<file path="src/rtl/ogpu_pkg.sv">
// Shared types and defaults for the OpenGPU quad-store path to HPS software.
package ogpu_pkg;

  localparam int OGPU_QUAD_FIFO_DEPTH = 8;
  localparam int OGPU_ACK_SYNC_STAGES = 2;

  typedef struct packed {
    logic [31:0] hi;
    logic [31:0] lo;
  } ogpu_quad_t;

  typedef enum logic [1:0] {
    IDLE    = 2'b00,
    REQ     = 2'b01,
    ACK_LOW = 2'b10
  } quad_store_state_t;

endpackage

</file>
<file path="src/rtl/ogpu_sync_fifo.sv">
// Single-clock first-word-fall-through FIFO; the head entry is visible on
// pop_data whenever empty is low. DEPTH must be a power of two.
module ogpu_sync_fifo #(
  parameter int WIDTH = 64,
  parameter int DEPTH = 8
) (
  input  logic                       clk,
  input  logic                       reset,
  input  logic                       push,
  input  logic [WIDTH-1:0]           push_data,
  input  logic                       pop,
  output logic [WIDTH-1:0]           pop_data,
  output logic                       full,
  output logic                       empty,
  output logic [$clog2(DEPTH):0]     level
);

  localparam int AW = $clog2(DEPTH);
  localparam int LW = AW + 1;

  logic [WIDTH-1:0] mem [DEPTH];
  logic [AW-1:0]    wr_ptr;
  logic [AW-1:0]    rd_ptr;
  logic [LW-1:0]    count;
  logic             do_push;
  logic             do_pop;

  // Pushes into a full FIFO and pops from an empty one are dropped here, so
  // callers may present requests unqualified.
  assign do_push = push && !full;
  assign do_pop  = pop && !empty;

  assign full     = (count == LW'(DEPTH));
  assign empty    = (count == '0);
  assign level    = count;
  assign pop_data = mem[rd_ptr];

  // NOTE: sequential state uses non-blocking assignments so every flop samples
  // pre-edge values regardless of block evaluation order.
  always_ff @(posedge clk or posedge reset) begin
    if (reset) begin
      wr_ptr <= '0;
      rd_ptr <= '0;
      count  <= '0;
    end else begin
      if (do_push) wr_ptr <= wr_ptr + AW'(1);
      if (do_pop)  rd_ptr <= rd_ptr + AW'(1);
      case ({do_push, do_pop})
        2'b10:   count <= count + LW'(1);
        2'b01:   count <= count - LW'(1);
        default: count <= count;
      endcase
    end
  end

  // NOTE: the storage array has no reset; pointers and count alone decide
  // which entries are valid, which keeps it mappable to RAM.
  always_ff @(posedge clk) begin
    if (do_push) mem[wr_ptr] <= push_data;
  end

endmodule

</file>
<file path="src/rtl/ogpu_quad_store_tx.sv">
// FPGA-side initiator of the quad-store PIO handshake: buffers raster quads and
// hands each one to HPS software over a four-phase req/ack exchange.
module ogpu_quad_store_tx
  import ogpu_pkg::*;
#(
  parameter int FIFO_DEPTH      = OGPU_QUAD_FIFO_DEPTH,
  parameter int ACK_SYNC_STAGES = OGPU_ACK_SYNC_STAGES
) (
  input  logic                          clk,
  input  logic                          reset,
  input  logic                          quad_valid,
  input  logic [63:0]                   quad_data,
  output logic                          quad_ready,
  output logic                          store_req,
  output logic [31:0]                   store_data_high,
  output logic [31:0]                   store_data_low,
  input  logic                          store_ack,
  output logic [$clog2(FIFO_DEPTH):0]   fifo_level,
  output logic                          busy,
  output logic [31:0]                   quads_sent
);

  logic                        fifo_full;
  logic                        fifo_empty;
  logic                        fifo_pop;
  ogpu_quad_t                  fifo_head;
  ogpu_quad_t                  data_q;
  quad_store_state_t           state_q;
  quad_store_state_t           state_d;
  logic                        req_q;
  logic                        sent_inc;
  logic [31:0]                 sent_cnt;
  logic [ACK_SYNC_STAGES-1:0]  ack_sync;
  logic                        ack_s;

  // Ready depends only on FIFO occupancy, never on quad_valid.
  assign quad_ready = !fifo_full;

  ogpu_sync_fifo #(
    .WIDTH (64),
    .DEPTH (FIFO_DEPTH)
  ) u_fifo (
    .clk       (clk),
    .reset     (reset),
    .push      (quad_valid),
    .push_data (quad_data),
    .pop       (fifo_pop),
    .pop_data  (fifo_head),
    .full      (fifo_full),
    .empty     (fifo_empty),
    .level     (fifo_level)
  );

  // store_ack is written by software through the PIO and is asynchronous here.
  always_ff @(posedge clk or posedge reset) begin
    if (reset) ack_sync <= '0;
    else       ack_sync <= {ack_sync[ACK_SYNC_STAGES-2:0], store_ack};
  end

  assign ack_s = ack_sync[ACK_SYNC_STAGES-1];

  // NOTE: every output of this block gets a default first so no path through
  // the case statement can infer a latch.
  always_comb begin
    state_d  = state_q;
    fifo_pop = 1'b0;
    sent_inc = 1'b0;
    case (state_q)
      IDLE: begin
        // A high ack here is stale or spurious; wait for it to clear.
        if (!fifo_empty && !ack_s) begin
          fifo_pop = 1'b1;
          state_d  = REQ;
        end
      end
      REQ: begin
        if (ack_s) state_d = ACK_LOW;
      end
      ACK_LOW: begin
        if (!ack_s) begin
          sent_inc = 1'b1;
          state_d  = IDLE;
        end
      end
      default: state_d = IDLE;
    endcase
  end

  always_ff @(posedge clk or posedge reset) begin
    if (reset) begin
      state_q  <= IDLE;
      req_q    <= 1'b0;
      data_q   <= '0;
      sent_cnt <= '0;
    end else begin
      state_q <= state_d;
      // Registered so the PIO never sees a decode glitch between states.
      req_q   <= (state_d == REQ);
      if (fifo_pop) data_q   <= fifo_head;
      if (sent_inc) sent_cnt <= sent_cnt + 32'd1;
    end
  end

  assign store_req       = req_q;
  assign store_data_high = data_q.hi;
  assign store_data_low  = data_q.lo;
  assign quads_sent      = sent_cnt;
  assign busy            = !fifo_empty || (state_q != IDLE);

endmodule

</file>
<file path="config.mk">
export PLATFORM = sky130hd
export DESIGN_NAME = ogpu_quad_store_tx
export DESIGN_NICKNAME = d
export VERILOG_FILES = /design/src/rtl/ogpu_pkg.sv /design/src/rtl/ogpu_sync_fifo.sv /design/src/rtl/ogpu_quad_store_tx.sv
export SDC_FILE = /design/constraint.sdc
export NUM_CORES = 1
export LEC_CHECK = 0
export ABC_AREA = 1
export CORE_MARGIN = 10
export CORE_UTILIZATION = 50
export CTS_BUF_LIST = sky130_fd_sc_hd__clkbuf_4
export CTS_CLUSTER_SIZE = 12
export DETAILED_ROUTE_END_ITERATION = 10
export PLACE_DENSITY = 0.76
export SYNTH_ARGS = -nofsm -noshare
export SYNTH_HDL_FRONTEND = slang
export SYNTH_SLANG_ARGS = --single-unit
export TNS_END_PERCENT = 1
</file>
<file path="constraint.sdc">
create_clock -name clk -period 7.31 [get_ports clk]
set_input_delay 1.8275 -clock clk [delete_from_list [all_inputs] [get_ports clk]]
set_output_delay 1.8275 -clock clk [all_outputs]
set_load 0.05 [all_outputs]
</file>
[Word level (Yosys, flattened, before mapping)]
Memories as Yosys holds them, arrays and structs flattened. A register that Yosys moved wholly into a read port is not among the register bits.
Index checks and enable logic that the tools add are counted.
Storage, ports and cells
  register bits after elaboration: 47
  RAM bits: 512
  input port bits: 68
  output and inout port bits: 103
  logic and storage cells: 41
  memories: 1
Cells by class
  add/subtract/negate cells: 5
  equality and inequality tests: 6
  muxes and demuxes: 11
  reductions and logical operators: 11
Memory list
  u_fifo.mem: words 8, bits a word 64, rd ports 1, clocked after Yosys merged registers in 1, write ports 1, RTL line ogpu_sync_fifo.sv:21  | logic [WIDTH-1:0] mem [DEPTH];
Operator list (count)
  32-bit by 1-bit adder with 32-bit output, second input constant: 1
  4-bit one-hot mux with 2 select lines: 1
  3-bit by 1-bit adder with 3-bit output, second input constant: 2
  2-bit by 1-bit == test with 1-bit output, second input constant: 3
  1-bit two-way mux: 6
  2-bit two-way mux: 3
  2-bit one-hot mux with 3 select lines: 1
  4-bit by 1-bit adder with 4-bit output, second input constant: 1
  2-bit == test, second input constant: 2
  4-bit == test, second input constant: 1
  4-bit zero test: 1
  2-bit nonzero test: 2
  4-bit by 1-bit subtractor with 4-bit output, second input constant: 1
  1-bit logical AND: 3
  1-bit zero test: 3
  2-bit zero test: 1
  1-bit logical OR: 1

[Longest topological paths before layout]
  word-level depth: 8
  depth in mapped cells: 14
  mapped depth without buffers: 13

[By module]
Synthesis repeated with hierarchy kept, for this count alone.
Second synthesis, totals
  cells, all modules: 2807
  area total of the unflattened synthesis: 26952.1 um2
By module, submodules not included
  ogpu_sync_fifo: times used 1, cells an instance 2293, area an instance 22648.0 um2, seq. area each 15625.0 um2
  ogpu_quad_store_tx: times used 1, cells an instance 514, area an instance 4304.1 um2, seq. area each 2527.4 um2

[Worst setup path before layout]
Ideal clock, no wire load.
  path type: input -> register
  from: input port quad_valid
  to: memory u_fifo.mem[0][0], enable pin
  setup time: 486 ps
  arrival time: 4970 ps
  required time: 6824 ps
  setup slack: 1854 ps
  stages on the path: 3
  buffers on the path: 0
  path through: nand2_1 or2_2 nor2_1
Between the ends
  longest elaborated chain between the ends: 3
RTL lines
  start: declaration: RTL line ogpu_quad_store_tx.sv:11  | input logic quad_valid,
  1-bit logical AND: RTL line ogpu_sync_fifo.sv:30  | assign do_push = push && !full;
  1-bit two-way mux: RTL line ogpu_sync_fifo.sv:59  | if (do_push) mem[wr_ptr] <= push_data;
  1-bit two-way mux (not written as such): RTL line ogpu_sync_fifo.sv:59
  end: declaration: RTL line ogpu_sync_fifo.sv:21
Every way passes these cells.

[Worst setup path after layout]
  from: register state_q[1]
  to: output port busy
Between the ends
  longest elaborated chain between the ends: 2
RTL lines
  start: declaration: RTL line ogpu_quad_store_tx.sv:28  | quad_store_state_t state_q;
  start signal: assignment: RTL line ogpu_quad_store_tx.sv:96  | state_q <= state_d;
  2-bit nonzero test: RTL line ogpu_quad_store_tx.sv:108  | assign busy = !fifo_empty || (state_q != IDLE);
  1-bit logical OR: RTL line ogpu_quad_store_tx.sv:108
  end: declaration: RTL line ogpu_quad_store_tx.sv:19  | output logic busy,
Every way passes these cells.

==> out/qor.csv <==
metric,value,unit
status,"complete, no violations",
seq_area_frac_synth,73.1,%
clk_latency,0.96,ns
cts-resized-gates,0,
post-cts-setup-buffer-count,0,
crit_start,state_q[1]$_DFF_PP0_,
n_fill_cell,3789,
seqPwrFrac,41.2,%
relSlewSlack,21.3,%
nets,2271,
ys.flop_type,edfxtp_1,
gp_congestion,0.845,
cp_max_fo,7,
hpwl,32400,µm
reg2reg_depth,6,
finalPower,11800,µW
max_freq,235,MHz
ir_drop,0.000298,V
critical_path_class,reg -> out,
min_path_type,reg -> reg,
grt_max_degree,116,
via_count,16300,
synth_most_common_cell,edfxtp_1,
ys_seq_elements,623,
die-area,0.0590,mm²
wl,57400,µm
wl_per_cell,19.2,µm
syn_to_final_growth,17.3,%
power_switching,4460,µW
p_int,7310,µW
cts_sinks,623,
end_kind,primary output,
netlist_top_cells_count,"edfxtp_1, nand2_1, o21ai_0, o211ai_1, nor2_1",
drive_gt1_share,13.4,%
netSwitchingFraction,37.9,%
synth_nets,2037,
portBuffers,170,
clkPwrFrac,26.0,%
ff2ff_setup_slack,3.75,ns
ios,171,
power_density,404,mW/mm²
grt-ovfl-total,0,
fin_skew,0.0540,ns
avgViaCountPerCell,5.44,
maxSlewViolCount,0,
clockRootBuffer,clkbuf_4,
finalHoldViolations,0,
clockBufferDepth,3,
crit_required,5.48,ns
seqCellArea,0.0182,mm²
antenna_found_initial,9,
clk_pin_slew_worst_paths,0.06,ns
tightest_slew,1.18,ns
core_region_area,0.0491,mm²
postCtsHoldBufs,0,
synth_edf_count,512,
setup_tns,0,ns
cts-buffers-inserted,155,
htree_levels,4,
syn_inst,1963,
die-height,243,µm
die_w,243,µm
ant_nets,0,
synth.largest_area_cell,edfxtp_1,
crit_path_end,busy,
period_minus_slack,4.25,ns
synth_area_leaders,"edfxtp_1, dfrtp_1, o211ai_1, nand2_1, o21ai_0",
r2r-start,u_fifo.rd_ptr[0]$_DFFE_PP0P_,
rsz0062_at_grt,false,
drt_iter0_markers,1570,
cap_violations,0,
setup_violations,0,
p_leak,0.0107,µW
drc_errors,0,
drt_first_pass_iters,5,
synth_top_area_share,61.9,%
grt_pass1_vias,16600,
grt_pass1_wl,90700,µm
cts_tree,built,
syn_avg_cell_area,12.7,µm²
cp.arrival,2.43,ns
syn_area,0.0248,mm²
r2r-end,store_data_high[26]$_DFFE_PP0N_,
timing.final.crit_share,58.2,%
combPwrFrac,32.8,%
grt_usage,19.3,%
multi_input_area,0.00556,mm²
postSynth.asyncResetShare,17.8,%
rows,81,
start_util,50.6,%
yosysWarnings,0,
cp-start-kind,flop,
synth_cell_types,32,
## cell families (layout without fill, tap and decap cells)
family	Yosys count	count (layout)	share of synthesized area, %
flip-flops	623	623	73.1
AND/OR/NAND/NOR	590	590	9.94
AO/OA/AOI/OAI	448	448	11.0
buffers and inverters	271	632	4.80
XOR/XNOR	25	25	0.882
adder cells (fa/ha/maj)	6	6	0.302
other	0	3	0
## worst min-delay path by stage
stage | startpoint | endpoint | depth (start not counted)
after CTS | ack_sync[0]$_DFF_PP0_ | ack_sync[1]$_DFF_PP0_ | 0
after detailed placement | ack_sync[0]$_DFF_PP0_ | ack_sync[1]$_DFF_PP0_ | 0
after global routing | ack_sync[0]$_DFF_PP0_ | ack_sync[1]$_DFF_PP0_ | 0
after global placement | ack_sync[0]$_DFF_PP0_ | ack_sync[1]$_DFF_PP0_ | 0
after floorplan | ack_sync[0]$_DFF_PP0_ | ack_sync[1]$_DFF_PP0_ | 0
final | ack_sync[0]$_DFF_PP0_ | ack_sync[1]$_DFF_PP0_ | 0
## critical path, stage by stage (launching register included)
cell and delay [ns]:
dfrtp_1 0.44, nor2_1 0.24, nand3_1 0.12, clkdlybuf4s50_1 0.71
## registers in the layout, indices dropped and copies added, names as in the netlist
register	cells
ack_sync	2
store_data_low	32
u_fifo.wr_ptr	3
store_data_high	32
store_req	1
u_fifo.mem	512
state_q	2
u_fifo.rd_ptr	3
u_fifo.level	4
quads_sent	32
## layout make-up
cell class / instances / share of cell area (%)
clock buffers: 246 / 6.34
clock inverters: 38 / 0.975
flip-flops and latches: 623 / 62.3
inverters: 158 / 2.07
diodes: 3 / 0.0258
well taps: 664 / 2.85
repair buffers: 190 / 6.35
multi-input cells: 1069 / 19.1
## power groups by stage
stage / registers (µW) / clock network, µW / logic [µW]
final: 4840 / 3060 / 3860
after CTS: 4840 / 3130 / 3900
after floorplan: 5490 / 0 / 2130
after global placement: 4880 / 0 / 3780
after global routing: 4910 / 3320 / 4220
after detailed placement: 4910 / 0 / 3880
## stage by stage
stage / hold WS [ns] / worst slack (ns) / instance area (µm²) / std cells / utilization [%]
2_1_floorplan: 0.331 / 1.85 / 24800 / 1963 / -
3_3_place_gp: 0.341 / 2.48 / 27000 / 2704 / 55.0
3_5_place_dp: 0.340 / 2.45 / 27000 / 2704 / 55.0
4_1_cts: 0.376 / 2.92 / 29100 / 2988 / 59.4
5_1_grt: 0.370 / 2.85 / 29100 / 2989 / 59.4
6_report: 0.362 / 3.06 / 29100 / 2991 / 59.4
## cell usage in the layout (no fill, tap or decap), types with 21 or more instances in the layout
cell,n
nor2_1,178
clkinv_1,21
clkbuf_4,246
nand3_1,83
o211ai_1,192
a21oi_1,57
inv_1,153
dfrtp_1,108
nand2_1,286
o21ai_0,197
clkdlybuf4s50_1,170
edfxtp_1,512
## per-layer routing
layer | global-route usage [%] | share of wire, % | up-vias
met5 | 0 | 0.14 | -
li1 | - | - | 7592
met1 | 23.8 | 41 | 7941
met4 | 7.68 | 2.0 | 12
met3 | 6.05 | 8.1 | 100
met2 | 31.4 | 49 | 633
Note: power is estimated with default switching activity, not from simulation.
